$ cat src/rtl/mindu_pkg.sv
// rtl/mindu_pkg.sv - shared types and constants for the base-20 Mindu counter
package mindu_pkg;

    typedef logic [4:0] mindu_digit_t;

    localparam mindu_digit_t MINDU_MAX = 5'd19;
    localparam mindu_digit_t BANANA_HI = 5'd10;
    localparam mindu_digit_t BANANA_LO = 5'd7;

    typedef enum logic [1:0] {IDLE, RUN, HALT} mcnt_state_t;

    // Illegal digit codes collapse to zero so count never shows a non-Mindu digit.
    function automatic mindu_digit_t sanitize(input mindu_digit_t d, input mindu_digit_t radix);
        return (d < radix) ? d : '0;
    endfunction

endpackage

$ cat src/rtl/mindu_digit.sv
// rtl/mindu_digit.sv - one base-20 digit register with load, increment and decrement
module mindu_digit
    import mindu_pkg::*;
#(
    parameter int RADIX = 20
) (
    input  logic       clk,
    input  logic       rst_n,
    input  logic       inc,
    input  logic       dec,
    input  logic       ld,
    input  logic [4:0] ld_val,
    output logic [4:0] digit,
    output logic       carry,
    output logic       borrow
);

    localparam mindu_digit_t TOP = mindu_digit_t'(RADIX - 1);

    // Carry/borrow are combinational so the next digit up steps on the same edge.
    assign carry  = inc && (digit == TOP);
    assign borrow = dec && (digit == '0);

    always_ff @(posedge clk or negedge rst_n) begin
        if (!rst_n) begin
            digit <= '0;
        end else if (ld) begin
            digit <= ld_val;
        end else if (inc) begin
            digit <= carry ? '0 : digit + 5'd1;
        end else if (dec) begin
            digit <= borrow ? TOP : digit - 5'd1;
        end
    end

endmodule

$ cat src/rtl/mindu_counter.sv
// rtl/mindu_counter.sv - two-digit base-20 up/down counter with prescaler and FSM
// Optional BANANA_STOP_EN: halt counting when a step lands on {10,7}.
module mindu_counter
    import mindu_pkg::*;
#(
    parameter int TICK_DIV = 50_000_000,
    parameter int RADIX    = 20
) (
    input  logic       clk,
    input  logic       rst_n,
    input  logic       run,
    input  logic       up,
    input  logic       clr,
    input  logic       load,
    input  logic [9:0] load_val,
    output logic [9:0] count,
    output logic       tick,
    output logic       wrap,
    output logic       load_err
);

    localparam int           PW       = $clog2(TICK_DIV);
    localparam logic [PW-1:0] PRE_LAST = PW'(TICK_DIV - 1);
    localparam mindu_digit_t RADIX_D  = mindu_digit_t'(RADIX);

    mcnt_state_t   state;
    mcnt_state_t   state_next;
    logic [PW-1:0] pre;
    logic          pre_last;
    logic          tick_raw;
    logic          step;
    logic          ld_any;
    logic          ld_bad;
    mindu_digit_t  lo;
    mindu_digit_t  hi;
    mindu_digit_t  ld_lo;
    mindu_digit_t  ld_hi;
    logic          lo_carry;
    logic          lo_borrow;
    logic          hi_carry;
    logic          hi_borrow;

    // clr and load win over the prescaler expiry, so no tick or step that cycle.
    assign pre_last = run && (pre == PRE_LAST);
    assign tick_raw = pre_last && !clr && !load;
    assign step     = tick_raw && (state == RUN);

    assign ld_any = clr || load;
    assign ld_bad = (load_val[9:5] >= RADIX_D) || (load_val[4:0] >= RADIX_D);
    assign ld_hi  = clr ? '0 : sanitize(load_val[9:5], RADIX_D);
    assign ld_lo  = clr ? '0 : sanitize(load_val[4:0], RADIX_D);

    mindu_digit #(.RADIX(RADIX)) u_lo (
        .clk    (clk),
        .rst_n  (rst_n),
        .inc    (step && up),
        .dec    (step && !up),
        .ld     (ld_any),
        .ld_val (ld_lo),
        .digit  (lo),
        .carry  (lo_carry),
        .borrow (lo_borrow)
    );

    mindu_digit #(.RADIX(RADIX)) u_hi (
        .clk    (clk),
        .rst_n  (rst_n),
        .inc    (lo_carry),
        .dec    (lo_borrow),
        .ld     (ld_any),
        .ld_val (ld_hi),
        .digit  (hi),
        .carry  (hi_carry),
        .borrow (hi_borrow)
    );

    assign count = {hi, lo};

`ifdef BANANA_STOP_EN
    logic halt_hit;
    // The only neighbours of {10,7} are {10,6} going up and {10,8} going down.
    assign halt_hit = step && (hi == BANANA_HI) &&
                      (up ? (lo == BANANA_LO - 5'd1) : (lo == BANANA_LO + 5'd1));
`endif

    always_comb begin
        state_next = state;
        case (state)
            IDLE: begin
                if (run) state_next = RUN;
            end
            RUN: begin
                if (!run) begin
                    state_next = IDLE;
`ifdef BANANA_STOP_EN
                end else if (halt_hit) begin
                    state_next = HALT;
`endif
                end
            end
`ifdef BANANA_STOP_EN
            HALT: begin
                if (ld_any) state_next = run ? RUN : IDLE;
            end
`endif
            default: state_next = IDLE;
        endcase
    end

    always_ff @(posedge clk or negedge rst_n) begin
        if (!rst_n) begin
            state    <= IDLE;
            pre      <= '0;
            tick     <= 1'b0;
            wrap     <= 1'b0;
            load_err <= 1'b0;
        end else begin
            state    <= state_next;
            tick     <= tick_raw;
            wrap     <= hi_carry || hi_borrow;
            load_err <= load && !clr && ld_bad;
            // Holding pre while run is low keeps a paused period phase-continuous.
            if (ld_any) begin
                pre <= '0;
            end else if (run) begin
                pre <= pre_last ? '0 : pre + 1'b1;
            end
        end
    end

endmodule

$ cat config.mk
export PLATFORM = sky130hd
export DESIGN_NAME = mindu_counter
export DESIGN_NICKNAME = d
export VERILOG_FILES = /design/src/rtl/mindu_pkg.sv /design/src/rtl/mindu_digit.sv /design/src/rtl/mindu_counter.sv
export SDC_FILE = /design/constraint.sdc
export NUM_CORES = 1
export LEC_CHECK = 0
export CAP_MARGIN = 30
export CORE_AREA = 2 2 71 73
export CTS_CLUSTER_DIAMETER = 30
export DETAILED_ROUTE_END_ITERATION = 10
export DIE_AREA = 0 0 73 75
export PLACE_DENSITY_LB_ADDON = 0.3
export SYNTH_ARGS = -nofsm -noshare
export SYNTH_HDL_FRONTEND = slang
export SYNTH_SLANG_ARGS = --single-unit
$ cat constraint.sdc
create_clock -name clk -period 2.8 [get_ports clk]
set_input_delay 0.28 -clock clk [delete_from_list [all_inputs] [get_ports clk]]
set_output_delay 0.28 -clock clk [all_outputs]
set_load 0.005 [all_outputs]
==> results of run 1 <==
## registers in the layout (all words and copies together) (netlist names)
register / cells
u_hi.digit: 5
pre: 26
tick: 1
u_lo.digit: 5
load_err: 1
state: 1
wrap: 1
## power by group
group | total [W] | switching [W] | internal, W
logic | 0.000180 | 0.0000927 | 0.0000876
clock network | 0.000496 | 0.000228 | 0.000269
registers | 0.000612 | 0.0000231 | 0.000588
## how the worst max path moves through the flow
stage / startpoint / to / slack [ns] / cells after the start
2_1_floorplan: load / u_hi.digit[4]$_DFFE_PN0P_ / 0.40 / 9
3_3_place_gp: clr / u_hi.digit[4]$_DFFE_PN0P_ / 0.10 / 7
3_5_place_dp: clr / u_hi.digit[4]$_DFFE_PN0P_ / 0.03 / 7
4_1_cts: u_lo.digit[0]$_DFFE_PN0P_ / u_hi.digit[4]$_DFFE_PN0P_ / 0.33 / 7
5_1_grt: u_lo.digit[0]$_DFFE_PN0P_ / u_hi.digit[3]$_DFFE_PN0P_ / 0.15 / 7
6_report: u_lo.digit[0]$_DFFE_PN0P_ / u_hi.digit[4]$_DFFE_PN0P_ / 0.31 / 7
## layout make-up
type                    count  area [µm²]  area share, %
clock buffers               5       68.82          2.192
clock inverters             3       46.29          1.475
inverters                  11       41.29          1.315
multi-input cells         256        1519          48.39
flip-flops and latches     40        1001          31.89
well taps                  54       67.56          2.152
repair buffers             44       395.4          12.59
## worst max-delay path, stage by stage, from the launching register on
cell	delay [ns]
sky130_fd_sc_hd__dfrtp_1	0.50
sky130_fd_sc_hd__ha_1	0.24
sky130_fd_sc_hd__nand3_1	0.15
sky130_fd_sc_hd__or4_4	0.48
sky130_fd_sc_hd__or4_1	0.56
sky130_fd_sc_hd__mux2i_1	0.20
sky130_fd_sc_hd__mux2i_1	0.09
sky130_fd_sc_hd__o21a_1	0.17
## stage by stage
stage / util, % / worst slack [ns] / power (W) / instance area [µm²] / instances
CTS: 67.36 / 0.3303 / 0.001291 / 3139 / 413
floorplan: - / 0.4009 / 0.0007107 / 2634 / 323
finish: 67.36 / 0.3099 / 0.001288 / 3139 / 413
detailed placement: 64.89 / 0.03500 / 0.0008017 / 3024 / 405
global placement: 64.89 / 0.1011 / 0.0008004 / 3024 / 405
global route: 67.36 / 0.1461 / 0.001335 / 3139 / 413
## layout by cell type (no fill, tap or decap), types with 2 or more instances in the layout
cell and n:
sky130_fd_sc_hd__dfrtp_1 40, sky130_fd_sc_hd__nor2_1 34, sky130_fd_sc_hd__nand2_1 33, sky130_fd_sc_hd__clkdlybuf4s50_1 27, sky130_fd_sc_hd__nand3_1 22, sky130_fd_sc_hd__o21ai_0 22, sky130_fd_sc_hd__a21oi_1 21, sky130_fd_sc_hd__buf_4 16
sky130_fd_sc_hd__inv_1 11, sky130_fd_sc_hd__and3_1 10, sky130_fd_sc_hd__xor2_1 10, sky130_fd_sc_hd__nand4_1 9, sky130_fd_sc_hd__and2_1 8, sky130_fd_sc_hd__nor4_1 8, sky130_fd_sc_hd__nor3_1 8, sky130_fd_sc_hd__xnor2_1 8
sky130_fd_sc_hd__mux2i_1 6, sky130_fd_sc_hd__a31oi_1 5, sky130_fd_sc_hd__ha_1 5, sky130_fd_sc_hd__clkbuf_8 5, sky130_fd_sc_hd__nand4b_1 4, sky130_fd_sc_hd__nor4b_1 3, sky130_fd_sc_hd__nor3b_1 3, sky130_fd_sc_hd__or4_1 3
sky130_fd_sc_hd__o31ai_1 3, sky130_fd_sc_hd__a211oi_1 3, sky130_fd_sc_hd__nor2b_1 3, sky130_fd_sc_hd__or3_1 2, sky130_fd_sc_hd__nand3b_1 2, sky130_fd_sc_hd__o211ai_1 2
## routing by layer
metal  global-route usage (%)  wire (µm)
met3                    4.418        456
met1                    38.22       3135
met2                    39.84       2978
met5                        0          0
met4                    7.819         61
## kinds of logic (layout without fill, tap and decap cells)
group | after synthesis | count (layout) | synth area share, %
AOI/OAI and AO/OA | 68 | 68 | 15.39
xor gates and xnor gates | 18 | 18 | 5.986
adders and majority gates | 5 | 5 | 2.375
buffers and inverters | 27 | 63 | 4.323
DFF | 40 | 40 | 38.00
muxes | 6 | 6 | 2.280
and+or+nand+nor | 159 | 159 | 31.64
==> results_dict.tcl, run 1 <==
set metrics [dict create \
    status "completed" \
    die_area_um2 5475 \
    cp-start-kind "flop" \
    drt-initial-drc-count 207 \
    end_kind "flop" \
    yosysWarningCount 0 \
    post_cts_buffers 0 \
    timing.critical_path.arrival_ns 2.69 \
    firstDrtPassIters 4 \
    worst_setup_hold_path_clk_slew_ns 0.09 \
    maxClockFrequency_mhz 401.6 \
    worst_slew_margin_rel_pct 39.91 \
    cts_root_buf "sky130_fd_sc_hd__clkbuf_8" \
    nFillCells 382 \
    grt_setup_unrepaired "false" \
    via_count_of_the_first_global_routing_pass 2353 \
    hold_path.class "input pin to asynchronous set/reset pin" \
    finalNetCount 379 \
    number_of_diodes 0 \
    worst-setup-path-type "flop to flop" \
    syn-num-nets 344 \
    setup-violations-final 0 \
    power_density_nw_per_um2 410.3 \
    cellLeakagePower_nw 1.231 \
    antenna_left 0 \
    avgViaCountPerCell 6.140 \
    ys_seq_elements 40 \
    start_util_pct 56.51 \
    slew_viol_final 0 \
    r2r_start "u_lo.digit[0]$_DFFE_PN0P_" \
    num_rows 25 \
    netlist_area_um2 2634 \
    htreeDepth 2 \
    skew_ns 0.006366 \
    cts-hold-fix-buffers 0 \
    cts_made_buffers 5 \
    avgSynthCellArea_um2 8.154 \
    top_cells_by_area_synth "sky130_fd_sc_hd__dfrtp_1 (38%), sky130_fd_sc_hd__nor2_1 (4.8%), sky130_fd_sc_hd__nand2_1 (4.7%)" \
    worst_pin_slew_ns 0.9013 \
    worstSkewPairLatency_ns 0.30 \
    place.port_buffers 28 \
    floorplan.die.width_um 73 \
    cts_tree "done" \
    maximum_fanout_encountered_on_the_critical_timing_path 8 \
    synth_seq_area_share_pct 38.00 \
    yosysTopAreaCellShare_pct 38.00 \
    cts_resized 0 \
    dr_total_vias 2536 \
    yosys_most_used_dff "sky130_fd_sc_hd__dfrtp_1" \
    irDropWorstVdd_mv 0.1985 \
    finalHoldViolations 0 \
    fraction_of_final_layout_cells_with_drive_strength_greater_than_1_pct 7.521 \
    shortest_period_the_worst_path_allows_ns 2.490 \
    ctsLongestPathBuffers 2 \
    area_overhead_of_the_layout_relative_to_synthesis_pct 19.19 \
    worst-r2r-setup-slack_ns 0.31 \
    fin_crit_sh_pct 88.93 \
    post-route-drc-count 0 \
    global_route.usage.total_pct 26.14 \
    detail_route.wl_per_cell_um 16.06 \
    hpwlAfterDp_mm 4.745 \
    synth.top_cells.by_count "sky130_fd_sc_hd__dfrtp_1 (40), sky130_fd_sc_hd__nor2_1 (34), sky130_fd_sc_hd__nand2_1 (33), sky130_fd_sc_hd__nand3_1 (22), sky130_fd_sc_hd__o21ai_0 (22)" \
    design.portCount 29 \
    drv_cap 0 \
    y_dimension_of_the_die_um 75 \
    hold_slack_ns 0.09783 \
    regToRegEndpoint "u_hi.digit[4]$_DFFE_PN0P_" \
    wl_mm 6.631 \
    synthDistinctLibCells 50 \
    grt_max_degree 41 \
    grt_residual_overflow 0 \
    routabilityCongestion 0.9547 \
    grt_antenna_before_repair 0 \
    ff2ff_path_depth 7 \
    synthesis.instances 323 \
    cts_sinks 40 \
    synthDominantAreaCellType "sky130_fd_sc_hd__dfrtp_1" \
    fin_tns_setup_ns 0 \
    async_flop_share_pct 100.0 \
    core_area_um2 4661 \
    yosysMostFrequentCell "sky130_fd_sc_hd__dfrtp_1" \
    synth_edf_count 0 \
    required_ns 3.00 \
    grt_pass1_wl_mm 11.09 \
]
Power figures use the tool's default switching activity.
==> inputs of run 2 (changes only) <==
--- a/config.mk
+++ b/config.mk
@@ -6,10 +6,10 @@
 export NUM_CORES = 1
 export LEC_CHECK = 0
 export CAP_MARGIN = 30
-export CORE_AREA = 2 2 71 73
+export CORE_AREA = 2 2 97 99
 export CTS_CLUSTER_DIAMETER = 30
 export DETAILED_ROUTE_END_ITERATION = 10
-export DIE_AREA = 0 0 73 75
+export DIE_AREA = 0 0 99 101
 export PLACE_DENSITY_LB_ADDON = 0.3
 export SYNTH_ARGS = -nofsm -noshare
 export SYNTH_HDL_FRONTEND = slang
==> run 2 against run 1 <==
Clock skew increased by 0.0074 ns. Critical path depth unchanged. Via count increased by 2.6%. Hold slack improved by 0.20 ns. Worst setup slack got worse by 0.031 ns. Global-route usage decreased by 11 points. Clock-buffer cell count increased by 1. Critical path type unchanged.
==> results_dict.tcl, run 2 (synthesis gave the netlist of run 1 again) <==
set metrics [dict create \
    status "completed" \
    fin_tns_setup_ns 0 \
    htreeDepth 2 \
    fin_crit_sh_pct 90.03 \
    comb_power_share_pct 14.8 \
    maximum_fanout_encountered_on_the_critical_timing_path 8 \
    wl_mm 7.107 \
    regToRegEndpoint "u_hi.digit[4]$_DFFE_PN0P_" \
    skew_ns 0.01373 \
    post_cts_buffers 0 \
    grt_residual_overflow 0 \
    number_of_diodes 0 \
    cts_sinks 40 \
    design.portCount 29 \
    area_overhead_of_the_layout_relative_to_synthesis_pct 24.47 \
    irDropWorstVdd_mv 0.1768 \
    post-route-drc-count 0 \
    regMostFlops "pre" \
    path_cells "ha_1, nand3_1, or4_4, or4_1, mux2i_1, mux2i_1, o21a_1" \
    numPlacedInstances 468 \
    critical_path.max_stage_delay_ns 0.55 \
    ff2ff_path_depth 7 \
    worst-setup-path-type "flop to flop" \
    core_area_um2 8977 \
    required_ns 2.99 \
    nFillCells 901 \
    levels_on_crit_path 7 \
    path_common_cell "sky130_fd_sc_hd__mux2i_1" \
    commonest_non_fill_non_tap_cell_in_the_layout "sky130_fd_sc_hd__dfrtp_1" \
    worstSkewPairLatency_ns 0.30 \
    finalNetCount 387 \
    switchingPower_w 0.0003383 \
    setup-violations-final 0 \
    grt_antenna_before_repair 0 \
    seqPwrFrac_pct 47.5 \
    global_route.usage.total_pct 14.72 \
    largest_reg_flops 26 \
    via_count_of_the_first_global_routing_pass 2423 \
    timing.critical_path.arrival_ns 2.71 \
    crit_slowest_cell "sky130_fd_sc_hd__or4_1" \
    maxClockFrequency_mhz 396.7 \
    p_clk_share_pct 37.7 \
    largest_registers "pre (26), u_hi.digit (5), u_lo.digit (5)" \
    p_sw_share_pct 26.33 \
    y_dimension_of_the_die_um 101 \
    grt_max_degree 41 \
    antenna_left 0 \
    ctsLongestPathBuffers 2 \
    dr_total_vias 2603 \
    cts_root_buf "sky130_fd_sc_hd__clkbuf_8" \
    hold_path.class "input pin to asynchronous set/reset pin" \
    floorplan.die.width_um 99 \
    firstDrtPassIters 5 \
    avgViaCountPerCell 5.446 \
    cts_tree "done" \
    worst_path_buffer_plus_inverter_count 0 \
    worst-r2r-setup-slack_ns 0.28 \
    cp-start-kind "flop" \
    drv_cap 0 \
    grt_setup_unrepaired "false" \
    place.port_buffers 28 \
    fraction_of_final_layout_cells_with_drive_strength_greater_than_1_pct 8.992 \
    internal-power_w 0.0009466 \
    layout.cells.most_common_list "sky130_fd_sc_hd__dfrtp_1 (40), sky130_fd_sc_hd__nor2_1 (34), sky130_fd_sc_hd__nand2_1 (33), sky130_fd_sc_hd__clkdlybuf4s50_1 (27)" \
    cts_made_buffers 5 \
    worst_slew_margin_rel_pct 55.76 \
    hpwlAfterDp_mm 5.204 \
    critical_path.top_delay_family "simple AND/OR/NAND/NOR gates" \
    start_util_pct 29.34 \
    shortest_period_the_worst_path_allows_ns 2.521 \
    worst_pin_slew_ns 0.6575 \
    die_area_um2 9999 \
    fin_cells 478 \
    finalHoldViolations 0 \
    cellLeakagePower_nw 1.273 \
    worst_setup_hold_path_clk_slew_ns 0.08 \
    r2r_start "u_lo.digit[0]$_DFFE_PN0P_" \
    num_rows 35 \
    end_kind "flop" \
    detail_route.wl_per_cell_um 14.87 \
    drt-initial-drc-count 149 \
    grt_pass1_wl_mm 11.96 \
    power_density_nw_per_um2 391.9 \
    slew_viol_final 0 \
    routabilityCongestion 0.8828 \
]
-- run 2: worst reg2reg max path: cells and delay by family (launching register included) --
kind / cells / cell delay, ns
AO/OA/AOI/OAI: 1 / 0.17
multiplexers: 2 / 0.29
adder cells (fa/ha/maj): 1 / 0.26
AND/OR/NAND/NOR: 3 / 1.16
flip-flops: 1 / 0.53
-- run 2: per-stage QoR --
step / utilization (%) / area [µm²] / hold slack [ns] / total power (W) / setup WS (ns)
global placement: 34.98 / 3141 / 0.4814 / 0.0008069 / 0.09397
finish: 36.52 / 3278 / 0.2997 / 0.001285 / 0.2791
global route: 36.52 / 3278 / 0.3115 / 0.001343 / 0.1656
floorplan: - / 2634 / -0.01559 / 0.0007107 / 0.4009
detailed placement: 34.98 / 3141 / 0.4841 / 0.0008075 / 0.06897
CTS: 36.18 / 3248 / 0.1620 / 0.001293 / 0.2993
-- run 2: how the worst max path moves through the flow --
stage	from	endpoint	slack [ns]
final	u_lo.digit[0]$_DFFE_PN0P_	u_hi.digit[4]$_DFFE_PN0P_	0.28
after global routing	u_lo.digit[0]$_DFFE_PN0P_	u_hi.digit[3]$_DFFE_PN0P_	0.17
after CTS	u_lo.digit[0]$_DFFE_PN0P_	u_hi.digit[4]$_DFFE_PN0P_	0.30
after detailed placement	clr	u_hi.digit[4]$_DFFE_PN0P_	0.07
after global placement	clr	u_hi.digit[4]$_DFFE_PN0P_	0.09
after floorplan	load	u_hi.digit[4]$_DFFE_PN0P_	0.40
-- run 2: what timing repair did --
| item | CTS | global route |
|---|---|---|
| hold buffers | 0 | 1 |
| endpoints found under the hold margin | 0 | 40 |
| resized for setup | 0 | 0 |
-- run 2: layer usage --
layer  vias to the layer above  global-route usage [%]  routed length (µm)
met3                        10                   2.011                 235
met5                         -                       0                   0
met4                         0                   5.058                 116
met1                      1281                   20.44                3433
met2                        62                   23.54                3321
li1                       1250                       -                   -
-- run 2: area by class of cell --
type	instances	area, µm²	area share, %
clock buffers	6	72.57	2.214
clock inverters	2	35.03	1.069
inverters	11	41.29	1.260
multi-input cells	256	1519	46.34
flip-flops and latches	40	1001	30.53
well taps	111	138.9	4.237
repair buffers	52	470.5	14.35
-- run 2: power groups by stage --
stage | clock, W | sequential [W] | combinational, W
5_1_grt | 0.000519 | 0.000613 | 0.000211
3_3_place_gp | 0 | 0.000621 | 0.000186
3_5_place_dp | 0 | 0.000621 | 0.000186
4_1_cts | 0.000496 | 0.000610 | 0.000187
6_report | 0.000485 | 0.000610 | 0.000190
2_1_floorplan | 0 | 0.000613 | 0.0000979
